==> src/rtl/sio_pkg.sv <==
// Shared types and helpers for the remote-IO serial receive controller.
package sio_pkg;

    typedef enum logic [1:0] {
        ST_ARM    = 2'd0,
        ST_LISTEN = 2'd1,
        ST_CHECK  = 2'd2
    } sio_state_e;

    // Increment v by one, holding at the all-ones value of a w-bit field (w <= 64).
    function automatic logic [63:0] sat_inc(input logic [63:0] v, input int unsigned w);
        logic [63:0] max_v;
        max_v = (w >= 64) ? '1 : ((64'd1 << w) - 64'd1);
        return (v >= max_v) ? max_v : (v + 64'd1);
    endfunction

endpackage

==> src/rtl/sio_rx_ctrl_if.sv <==
// Payload stream leaving the receive controller: one-entry buffer with valid/ready.
interface sio_rx_ctrl_if #(
    parameter int unsigned NBO = 16
);
    logic [NBO-2:0] o_d;
    logic           o_v;
    logic           o_rdy;

    modport master (output o_d, output o_v, input o_rdy);
    modport slave  (input o_d, input o_v, output o_rdy);
endinterface

==> src/rtl/sio_sat_cnt.sv <==
// Saturating event counter with synchronous active-high reset.
module sio_sat_cnt
    import sio_pkg::*;
#(
    parameter int unsigned CW = 16
) (
    input  logic          c,
    input  logic          r,
    input  logic          inc,
    output logic [CW-1:0] q
);

    logic [CW-1:0] r_q;

    always_ff @(posedge c) begin
        if (r) begin
            r_q <= '0;
        end else if (inc) begin
            r_q <= CW'(sat_inc(64'(r_q), CW));
        end
    end

    assign q = r_q;

endmodule

==> src/rtl/sio_rx_ctrl.sv <==
// Sequences a 4x-oversampled DRU: re-arms it after every word, checks even parity,
// buffers the payload, tracks link-up via a packet timeout and keeps status counters.
module sio_rx_ctrl
    import sio_pkg::*;
#(
    parameter int unsigned NBO     = 16,
    parameter int unsigned ARM_CYC = 4,
    parameter int unsigned TIMEOUT = 4096,
    parameter int unsigned CW      = 16
) (
    input  logic              c,
    input  logic              r,
    input  logic              en,
    output logic              dru_r,
    input  logic [NBO-1:0]    dru_d,
    input  logic              dru_v,
    sio_rx_ctrl_if.master     o_if,
    output logic              link_up,
    output logic [CW-1:0]     pkt_cnt,
    output logic [CW-1:0]     err_cnt,
    output logic [CW-1:0]     ovf_cnt
);

    localparam int unsigned AW = (ARM_CYC > 1) ? $clog2(ARM_CYC) : 1;
    localparam int unsigned TW = $clog2(TIMEOUT + 1);
    localparam logic [AW-1:0] ARM_LAST = AW'(ARM_CYC - 1);
    localparam logic [TW-1:0] T_MAX    = TW'(TIMEOUT);
    localparam logic [TW-1:0] T_LAST   = TW'(TIMEOUT - 1);

    sio_state_e     r_state, w_state;
    logic [AW-1:0]  r_arm_cnt, w_arm_cnt;
    logic [NBO-1:0] r_word, w_word;
    logic [NBO-2:0] r_od, w_od;
    logic           r_ov, w_ov;
    logic           r_dru_r, w_dru_r;
    logic [TW-1:0]  r_tcnt, w_tcnt;
    logic           r_link, w_link;
    logic           w_xfer, w_good, w_load;
    logic           w_pkt_inc, w_err_inc, w_ovf_inc;

    // State, buffer and timeout registers.
    always_ff @(posedge c) begin
        if (r) begin
            r_state   <= ST_ARM;
            r_arm_cnt <= '0;
            r_word    <= '0;
            r_od      <= '0;
            r_ov      <= 1'b0;
            r_dru_r   <= 1'b1;
            r_tcnt    <= '0;
            r_link    <= 1'b0;
        end else begin
            r_state   <= w_state;
            r_arm_cnt <= w_arm_cnt;
            r_word    <= w_word;
            r_od      <= w_od;
            r_ov      <= w_ov;
            r_dru_r   <= w_dru_r;
            r_tcnt    <= w_tcnt;
            r_link    <= w_link;
        end
    end

    // Next-state, buffer and event decode.
    always_comb begin
        w_state   = r_state;
        w_arm_cnt = r_arm_cnt;
        w_word    = r_word;
        w_od      = r_od;
        w_ov      = r_ov;
        w_good    = 1'b0;
        w_load    = 1'b0;
        w_pkt_inc = 1'b0;
        w_err_inc = 1'b0;
        w_ovf_inc = 1'b0;
        w_xfer    = r_ov & o_if.o_rdy;

        case (r_state)
            ST_ARM: begin
                if (!en) begin
                    w_arm_cnt = '0;
                end else if (r_arm_cnt == ARM_LAST) begin
                    w_state   = ST_LISTEN;
                    w_arm_cnt = '0;
                end else begin
                    w_arm_cnt = r_arm_cnt + AW'(1);
                end
            end
            ST_LISTEN: begin
                if (!en) begin
                    w_state = ST_ARM;
                end else if (dru_v) begin
                    w_word  = dru_d;
                    w_state = ST_CHECK;
                end
            end
            ST_CHECK: begin
                w_state   = ST_ARM;
                w_arm_cnt = '0;
                if (^r_word) begin
                    w_err_inc = 1'b1;
                end else begin
                    w_good = 1'b1;
                    if (!r_ov || w_xfer) begin
                        w_load    = 1'b1;
                        w_pkt_inc = 1'b1;
                    end else begin
                        w_ovf_inc = 1'b1;
                    end
                end
            end
            default: begin
                w_state   = ST_ARM;
                w_arm_cnt = '0;
            end
        endcase

        // DRU reset leads the state so it is released exactly when listening starts.
        w_dru_r = (w_state != ST_LISTEN);

        if (w_load) begin
            w_od = r_word[NBO-2:0];
            w_ov = 1'b1;
        end else if (w_xfer) begin
            w_ov = 1'b0;
        end

        if (w_good) begin
            w_tcnt = '0;
        end else if (r_tcnt < T_MAX) begin
            w_tcnt = r_tcnt + TW'(1);
        end else begin
            w_tcnt = r_tcnt;
        end

        w_link = w_good | (r_link & (r_tcnt < T_LAST));
    end

    sio_sat_cnt #(.CW(CW)) u_pkt_cnt (.c(c), .r(r), .inc(w_pkt_inc), .q(pkt_cnt));
    sio_sat_cnt #(.CW(CW)) u_err_cnt (.c(c), .r(r), .inc(w_err_inc), .q(err_cnt));
    sio_sat_cnt #(.CW(CW)) u_ovf_cnt (.c(c), .r(r), .inc(w_ovf_inc), .q(ovf_cnt));

    assign dru_r     = r_dru_r;
    assign link_up   = r_link;
    assign o_if.o_d  = r_od;
    assign o_if.o_v  = r_ov;

endmodule

==> src/flat_wrapper.sv <==
// flat-port wrapper written by rule: the top's interface ports become plain ports
module sio_rx_ctrl_flat import sio_pkg::*;
#(
    parameter int unsigned NBO     = 16,
    parameter int unsigned ARM_CYC = 4,
    parameter int unsigned TIMEOUT = 4096,
    parameter int unsigned CW      = 16
)
  (c, r, en, dru_r, dru_d, dru_v, link_up, pkt_cnt, err_cnt, ovf_cnt, o_if_o_d, o_if_o_v, o_if_o_rdy);
  sio_rx_ctrl_if #(.NBO(NBO)) o_if_i ();
  input  logic c;
  input  logic r;
  input  logic en;
  output logic dru_r;
  input  logic [NBO-1:0] dru_d;
  input  logic dru_v;
  output logic link_up;
  output logic [CW-1:0] pkt_cnt;
  output logic [CW-1:0] err_cnt;
  output logic [CW-1:0] ovf_cnt;
  output wire logic [$bits(o_if_i.o_d)-1:0] o_if_o_d;
  output wire logic [$bits(o_if_i.o_v)-1:0] o_if_o_v;
  input wire logic [$bits(o_if_i.o_rdy)-1:0] o_if_o_rdy;
  assign o_if_o_d = o_if_i.o_d;
  assign o_if_o_v = o_if_i.o_v;
  assign o_if_i.o_rdy = o_if_o_rdy;
  sio_rx_ctrl #(.NBO(NBO), .ARM_CYC(ARM_CYC), .TIMEOUT(TIMEOUT), .CW(CW)) u_core (.c(c), .r(r), .en(en), .dru_r(dru_r), .dru_d(dru_d), .dru_v(dru_v), .o_if(o_if_i), .link_up(link_up), .pkt_cnt(pkt_cnt), .err_cnt(err_cnt), .ovf_cnt(ovf_cnt));
endmodule
==> config.mk <==
export PLATFORM = sky130hd
export DESIGN_NAME = sio_rx_ctrl_flat
export DESIGN_NICKNAME = d
export VERILOG_FILES = /design/src/rtl/sio_pkg.sv /design/src/rtl/sio_rx_ctrl_if.sv /design/src/rtl/sio_sat_cnt.sv /design/src/rtl/sio_rx_ctrl.sv /design/src/flat_wrapper.sv
export SDC_FILE = /design/constraint.sdc
export NUM_CORES = 1
export LEC_CHECK = 0
export ABC_AREA = 1
export CORE_UTILIZATION = 54
export DETAILED_ROUTE_END_ITERATION = 10
export GPL_ROUTABILITY_DRIVEN = 0
export GPL_TIMING_DRIVEN = 1
export PLACE_DENSITY = 0.82
export SYNTH_ARGS = -nofsm -noshare
export SYNTH_HDL_FRONTEND = slang
export SYNTH_SLANG_ARGS = --single-unit
==> constraint.sdc <==
create_clock -name c -period 2.2 [get_ports c]
set_clock_uncertainty 0.15 [all_clocks]
set_input_delay 0.66 -clock c [delete_from_list [all_inputs] [get_ports c]]
set_output_delay 0.66 -clock c [all_outputs]
set_load 0.005 [all_outputs]
* Word level (Yosys, flattened, before mapping) *
Cells that the tools add are included.

word-level totals
  output and inout bits = 66
  input port bits = 21
  bits in registers = 99
  logic and storage cells = 58

cells by class
  equal/unequal tests = 4
  muxes and demuxes = 23
  reduce and logical (&&, ||, !) cells = 7
  order comparisons = 5
  add/sub/neg operators = 5
  bitwise operators = 3

operator list
  kind                   number
  $add 16x1->16 const B  3
  $ge 16x16->1 const B   3
  $mux 16                3
  $reduce_xor 16->1      1
  $add 13x1->13 const B  1
  $lt 13x12->1 const B   1
  $lt 13x13->1 const B   1
  $mux 1                 12
  $mux 2                 6
  $pmux 2 s2             2
  $eq 2x2->1 const B     2
  $reduce_and 3->1       1
  $add 2x1->2 const B    1
  $and 1x1->1            2
  $eq 2x1->1 const B     1
  $logic_not 2->1        1
  $ne 2x1->1 const B     1
  $reduce_bool 2->1      1
  $reduce_or 2->1        1
  $logic_not 1->1        1
  $logic_or 1x1->1       1
  $or 1x1->1             1

* Longest topological paths before layout *
Gate-level depths: netlist (run 1).

  depth after elaboration = 6
  depth in mapped cells = 14
  depth with buffers taken out = 13

* Modules after synthesis *
From an unflattened synthesis (run 1), not the netlist that was laid out.

second synthesis, totals
  cells, all modules = 795
  area total of the unflattened synthesis = 5452.7 sq um

modules (own cells, without submodules)
  module       instances  cells an instance  seq. area each (sq um)  area each (sq um)
  sio_sat_cnt  3          139                320.3                   973.4
  sio_rx_ctrl  1          378                1021.0                  2532.4

* Worst setup path after synthesis (run 1) *
OpenSTA, ideal clock, no wires.

  path type = input-to-reg
  from = input port o_if_o_rdy
  to = register u_core.u_pkt_cnt.r_q[2] (netlist: u_core.u_pkt_cnt.q[2])
  path buffers = 1
  cell stages on the path = 7
  library setup time = 112 ps
  data required time = 1938 ps
  data arrival time = 1753 ps
  setup slack = 184 ps
  cells stage by stage = nor2_1 -> clkinv_1 -> nand3_2 -> buf_2 -> nand2_1 -> nand2_1 -> nor2_1

between the ends
  longest elaborated chain between the ends = 5

ends and longest elaborated chain
  what                    line                text
  start: declaration      flat_wrapper.sv:23  input wire logic [$bits(o_if_i.o_rdy)-1:0] o_if_o_rdy;
  $and 1x1->1             sio_rx_ctrl.sv:76   w_xfer = r_ov & o_if.o_rdy;
  $logic_or 1x1->1        sio_rx_ctrl.sv:104  if (!r_ov || w_xfer) begin
  $mux 1                  sio_rx_ctrl.sv:104
  $mux 1                  sio_rx_ctrl.sv:100  if (^r_word) begin
  $mux 1                  sio_rx_ctrl.sv:78   case (r_state)
  end signal: assignment  sio_sat_cnt.sv:19   r_q <= CW'(sat_inc(64'(r_q), CW));
  end: declaration        sio_sat_cnt.sv:13   logic [CW-1:0] r_q;

No other way between the ends.
A chain may end at the register's enable or synchronous reset.

* Worst setup path after layout (run 1) *
  from = register u_core.u_ovf_cnt.r_q[5] (netlist: u_core.u_ovf_cnt.q[5])
  to = output port ovf_cnt[5]

RTL lines
  what                      line                text
  start: declaration        sio_sat_cnt.sv:13
  start signal: assignment  sio_sat_cnt.sv:19
  end: declaration          flat_wrapper.sv:20  output logic [CW-1:0] ovf_cnt;

No word-level cell between the ends.

==> impl_metrics.prom, run 1 <==
# TYPE chip_impl_metric gauge
chip_impl_metric{name="synthSimpleGateAreaFrac",unit="%"} 38.7
chip_impl_metric{name="routed_via_count",unit=""} 5227
chip_impl_metric{name="finalMaxSlewViolations",unit=""} 0
chip_impl_metric{name="synth_xor_xnor_area_share",unit="%"} 5.35
chip_impl_metric{name="final_design_area_no_fill",unit="um^2"} 6520
chip_impl_metric{name="seq_area",unit="um^2"} 2000
chip_impl_metric{name="met1_wire_length",unit="um"} 5520
chip_impl_info{name="path_delay_family",value="buffers and inverters"} 1
chip_impl_metric{name="fill_cells",unit=""} 779
chip_impl_metric{name="worstPathMaxFanout",unit=""} 5
chip_impl_metric{name="clock_transition_at_path_regs",unit="ps"} 100
chip_impl_info{name="cts.root.buffer_cell",value="sky130_fd_sc_hd__clkbuf_8"} 1
chip_impl_metric{name="layout-drive-gt1-share",unit="%"} 9.83
chip_impl_metric{name="critical-path-max-stage-delay",unit="ps"} 540
chip_impl_metric{name="power_density",unit="nW/um^2"} 478
chip_impl_metric{name="critical_path.n_buffers_inverters",unit=""} 1
chip_impl_metric{name="routedWlPerCell",unit="um"} 12.0
chip_impl_metric{name="synth.yosys.seq_area_share",unit="%"} 37.9
chip_impl_info{name="route.top_layer_used",value="met4"} 1
chip_impl_metric{name="antenna_violating_nets_left",unit=""} 0
chip_impl_metric{name="p_leak",unit="uW"} 0.00273
chip_impl_metric{name="core_area",unit="um^2"} 9330
chip_impl_metric{name="drc",unit=""} 0
chip_impl_info{name="synth_top_family_by_area",value="simple AND/OR/NAND/NOR gates"} 1
chip_impl_metric{name="synth.top_cell.area_share",unit="%"} 37.9
chip_impl_metric{name="drtIter0Drc",unit=""} 240
chip_impl_info{name="post_synth_main_area_contributors",value="sky130_fd_sc_hd__dfxtp_1 38%, sky130_fd_sc_hd__nand2_1 18%, sky130_fd_sc_hd__nor2_1 7.0%"} 1
chip_impl_metric{name="synth_cell_type_count",unit=""} 35
chip_impl_metric{name="r2r_setup_slack",unit="ps"} 210
chip_impl_metric{name="worstSetupPathDepth",unit=""} 1
chip_impl_info{name="grt_setup_unrepaired",value="no"} 1
chip_impl_metric{name="port_buffers",unit=""} 86
chip_impl_info{name="timing.rr.start",value="u_core.r_word[2]"} 1
chip_impl_metric{name="antenna_cells_inserted",unit=""} 0
chip_impl_metric{name="routed-wl-met3",unit="um"} 561
chip_impl_info{name="cts_tree",value="yes"} 1
chip_impl_metric{name="synth_mux_area_share",unit="%"} 0
chip_impl_metric{name="cts_buffer_depth",unit=""} 2
chip_impl_metric{name="htree_levels",unit=""} 3
chip_impl_metric{name="syn_avg_cell_area",unit="um^2"} 6.64
chip_impl_metric{name="timing.final.hold_violations",unit=""} 0
chip_impl_info{name="worstReg2RegEnd",value="u_core.o_if.o_d[11]"} 1
chip_impl_info{name="hold_start",value="u_core.o_if.o_d[2]"} 1
chip_impl_metric{name="die_y",unit="um"} 100
chip_impl_metric{name="core.rowCount",unit=""} 35
chip_impl_metric{name="clk_latency",unit="ps"} 360
chip_impl_info{name="result_of_the_run",value="complete, no violations"} 1
chip_impl_metric{name="design.final.nets",unit=""} 906
chip_impl_metric{name="clock.fmax",unit="MHz"} 464
chip_impl_metric{name="async_flop_share",unit="%"} 0
chip_impl_metric{name="critical_path_required",unit="ps"} 1390
chip_impl_metric{name="drt-pass1-iter-count",unit=""} 5
chip_impl_metric{name="postSynthCellCount",unit=""} 789
chip_impl_metric{name="area_growth",unit="%"} 24.6
chip_impl_info{name="worst_path_max_delay_cell",value="sky130_fd_sc_hd__clkdlybuf4s50_1"} 1
chip_impl_info{name="timing.critical_path.cells",value="clkdlybuf4s50_1"} 1
chip_impl_info{name="critical_path_start_type",value="flip-flop"} 1
chip_impl_metric{name="dp_worst_setup_slack",unit="ps"} -33.0
chip_impl_metric{name="finalWirelength",unit="um"} 12100
chip_impl_metric{name="io-pin-count",unit=""} 87
chip_impl_info{name="hold_class",value="reg2reg"} 1
chip_impl_metric{name="drt-vias-per-instance",unit=""} 5.15
chip_impl_metric{name="antenna_violations_before_repair",unit=""} 0
chip_impl_metric{name="area_fraction_in_compound_gates_after_synthesis",unit="%"} 8.05
chip_impl_metric{name="fin_crit_sh",unit="%"} 98.0
chip_impl_info{name="kind_of_end_point_of_the_critical_path",value="primary output"} 1
chip_impl_metric{name="maxCapViolCount",unit=""} 0
chip_impl_metric{name="pin_count_of_the_biggest_net_entering_global_routing",unit=""} 39
chip_impl_info{name="final_cell_mix",value="253 x sky130_fd_sc_hd__nand2_1, 97 x sky130_fd_sc_hd__nor2_1, 87 x sky130_fd_sc_hd__dfxtp_1"} 1
chip_impl_metric{name="multi_input_area",unit="um^2"} 2800
chip_impl_metric{name="timing.reg2reg.worst_path_depth",unit=""} 12
chip_impl_info{name="timing.setup.critical_path_class",value="reg2out"} 1
chip_impl_metric{name="synth.ff_latch_count",unit=""} 99
chip_impl_info{name="ys_dominant_reg_cell",value="sky130_fd_sc_hd__dfxtp_1"} 1
chip_impl_metric{name="max-slew-margin-rel",unit="%"} 69.3
chip_impl_metric{name="fin_crit",unit="ps"} 2160
chip_impl_metric{name="floorplan.die_area",unit="um^2"} 10100
chip_impl_metric{name="grt.overflow.total",unit=""} 0
chip_impl_metric{name="syn_area",unit="um^2"} 5240
chip_impl_metric{name="grt_first_pass_wirelength",unit="um"} 21000
chip_impl_metric{name="min_path_cells",unit=""} 2
chip_impl_metric{name="tightestPinTransition",unit="ps"} 457
chip_impl_metric{name="place_hpwl",unit="um"} 8790
chip_impl_metric{name="synth_area_in_adders",unit="%"} 1.20
chip_impl_metric{name="slack_of_the_critical_path",unit="ps"} 43.5
chip_impl_metric{name="synthesis.nets",unit=""} 815
chip_impl_info{name="min_delay_worst_endpoint",value="u_core.o_if.o_d[2]"} 1
chip_impl_metric{name="hold_slack",unit="ps"} 318
chip_impl_metric{name="finalSetupViolCount",unit=""} 0
chip_impl_metric{name="first_global_vias",unit=""} 4851
chip_impl_info{name="layout.cells.most_common",value="sky130_fd_sc_hd__nand2_1"} 1
chip_impl_metric{name="initial_core_util",unit="%"} 56.1
chip_impl_metric{name="grtUsageTotal",unit="%"} 25.2
chip_impl_metric{name="synth_warnings",unit=""} 0
chip_impl_metric{name="cp_data_arrival_time",unit="ps"} 1350
chip_impl_metric{name="synth_edf_count",unit=""} 0
chip_impl_metric{name="vdd.ir_drop.worst",unit="mV"} 0.337
chip_impl_metric{name="clock_sink_count",unit=""} 99
chip_impl_metric{name="detail_route_met2_wl",unit="um"} 5870
chip_impl_metric{name="chipWidth",unit="um"} 100
chip_impl_metric{name="post_dp_cell_area",unit="um^2"} 6290
chip_impl_info{name="leading_area_contributor_after_synthesis",value="sky130_fd_sc_hd__dfxtp_1"} 1
chip_impl_metric{name="cts_inserted_buffers",unit=""} 9
[cell usage after synthesis, types with 7 or more instances]
library cell and number:
sky130_fd_sc_hd__dfxtp_1 99, sky130_fd_sc_hd__nand4_1 25, sky130_fd_sc_hd__clkbuf_1 13, sky130_fd_sc_hd__nor2_1 97
sky130_fd_sc_hd__nand2_1 253, sky130_fd_sc_hd__a21oi_1 56, sky130_fd_sc_hd__nor3_1 14, sky130_fd_sc_hd__nand3_1 43
sky130_fd_sc_hd__inv_1 71, sky130_fd_sc_hd__or2_2 7, sky130_fd_sc_hd__o21ai_0 18, sky130_fd_sc_hd__inv_2 8
sky130_fd_sc_hd__buf_6 7, sky130_fd_sc_hd__xor2_1 27
[metrics by stage]
step           total power (uW)  std cells  util [%]  TNS [ps]
2_1_floorplan              1900        789         -         0
3_3_place_gp               1940        998      67.4         0
6_report                   3120       1014      69.9         0
3_5_place_dp               1950        998      67.4     -71.1
5_1_grt                    3230       1014      69.9         0
4_1_cts                    3150       1014      69.7         0
[metal layers]
layer  track usage (%)  vias up
li1                  -     2680
met1              32.1     2392
met2              44.1      134
met3              3.81       21
met4              7.36        0
met5                 0        -
[repair_timing]
item	in CTS	in global routing
cloned	0	0
pin swaps	0	0
gates resized for setup	3	12
hold buffers	0	0
buffers inserted	0	0
endpoints found under the setup margin	3	33
[worst max path at each step]
stage	startpoint	endpoint	slack, ps
after global placement	o_if_o_rdy	u_core.u_ovf_cnt.q[11]	60
after global routing	u_core.u_ovf_cnt.q[13]	ovf_cnt[13]	0.6
after floorplan	o_if_o_rdy	u_core.u_pkt_cnt.q[2]	180
after CTS	u_core.u_err_cnt.q[6]	err_cnt[6]	5
after detailed placement	o_if_o_rdy	u_core.o_if.o_d[7]	-30
final	u_core.u_ovf_cnt.q[5]	ovf_cnt[5]	40
[worst min-delay path, stage by stage (launching register included)]
cell and delay [ps]:
sky130_fd_sc_hd__dfxtp_1 320, sky130_fd_sc_hd__nand2_1 60, sky130_fd_sc_hd__a21oi_1 50
[area by class of cell]
class	count	area share [%]
tap	129	2.47
multi-input combinational	583	43.0
clock inverter	6	1.05
clock buffer	10	2.11
timing repair buffer	107	16.2
inverter	80	4.60
sequential	99	30.6
[registers in the layout (all words and copies together) (netlist names)]
register / cells
u_core.r_word: 16
u_core.r_state: 2
u_core.u_pkt_cnt.q: 16
u_core.u_err_cnt.q: 16
u_core.o_if.o_d: 15
u_core.o_if.o_v: 1
u_core.link_up: 1
u_core.r_tcnt: 13
u_core.u_ovf_cnt.q: 16
u_core.r_arm_cnt: 2
u_core.dru_r: 1
[logic make-up (layout without fill, tap and decap cells)]
group                      count (synthesis)  count (layout)
DFF                                       99              99
and+or+nand+nor                          466             466
buffers and inverters                    107             203
AOI/OAI and AO/OA                         80              80
adders and majority gates                  5               5
xor gates and xnor gates                  32              32
[power breakdown]
group / internal (uW) / switching, uW / total (uW) / leakage (uW)
Clock: 567 / 642 / 1210 / 0.000104
Sequential: 1800 / 5.72 / 1800 / 0.000804
Combinational: 48.6 / 53.9 / 103 / 0.00182
(Power assumes the default switching activity.)
==> inputs of run 2 (changes only) <==
Settings changed: TNS_END_PERCENT set to 100.
==> results of run 2 <==
Final layout, timing and power as in run 1 (identical DEF).
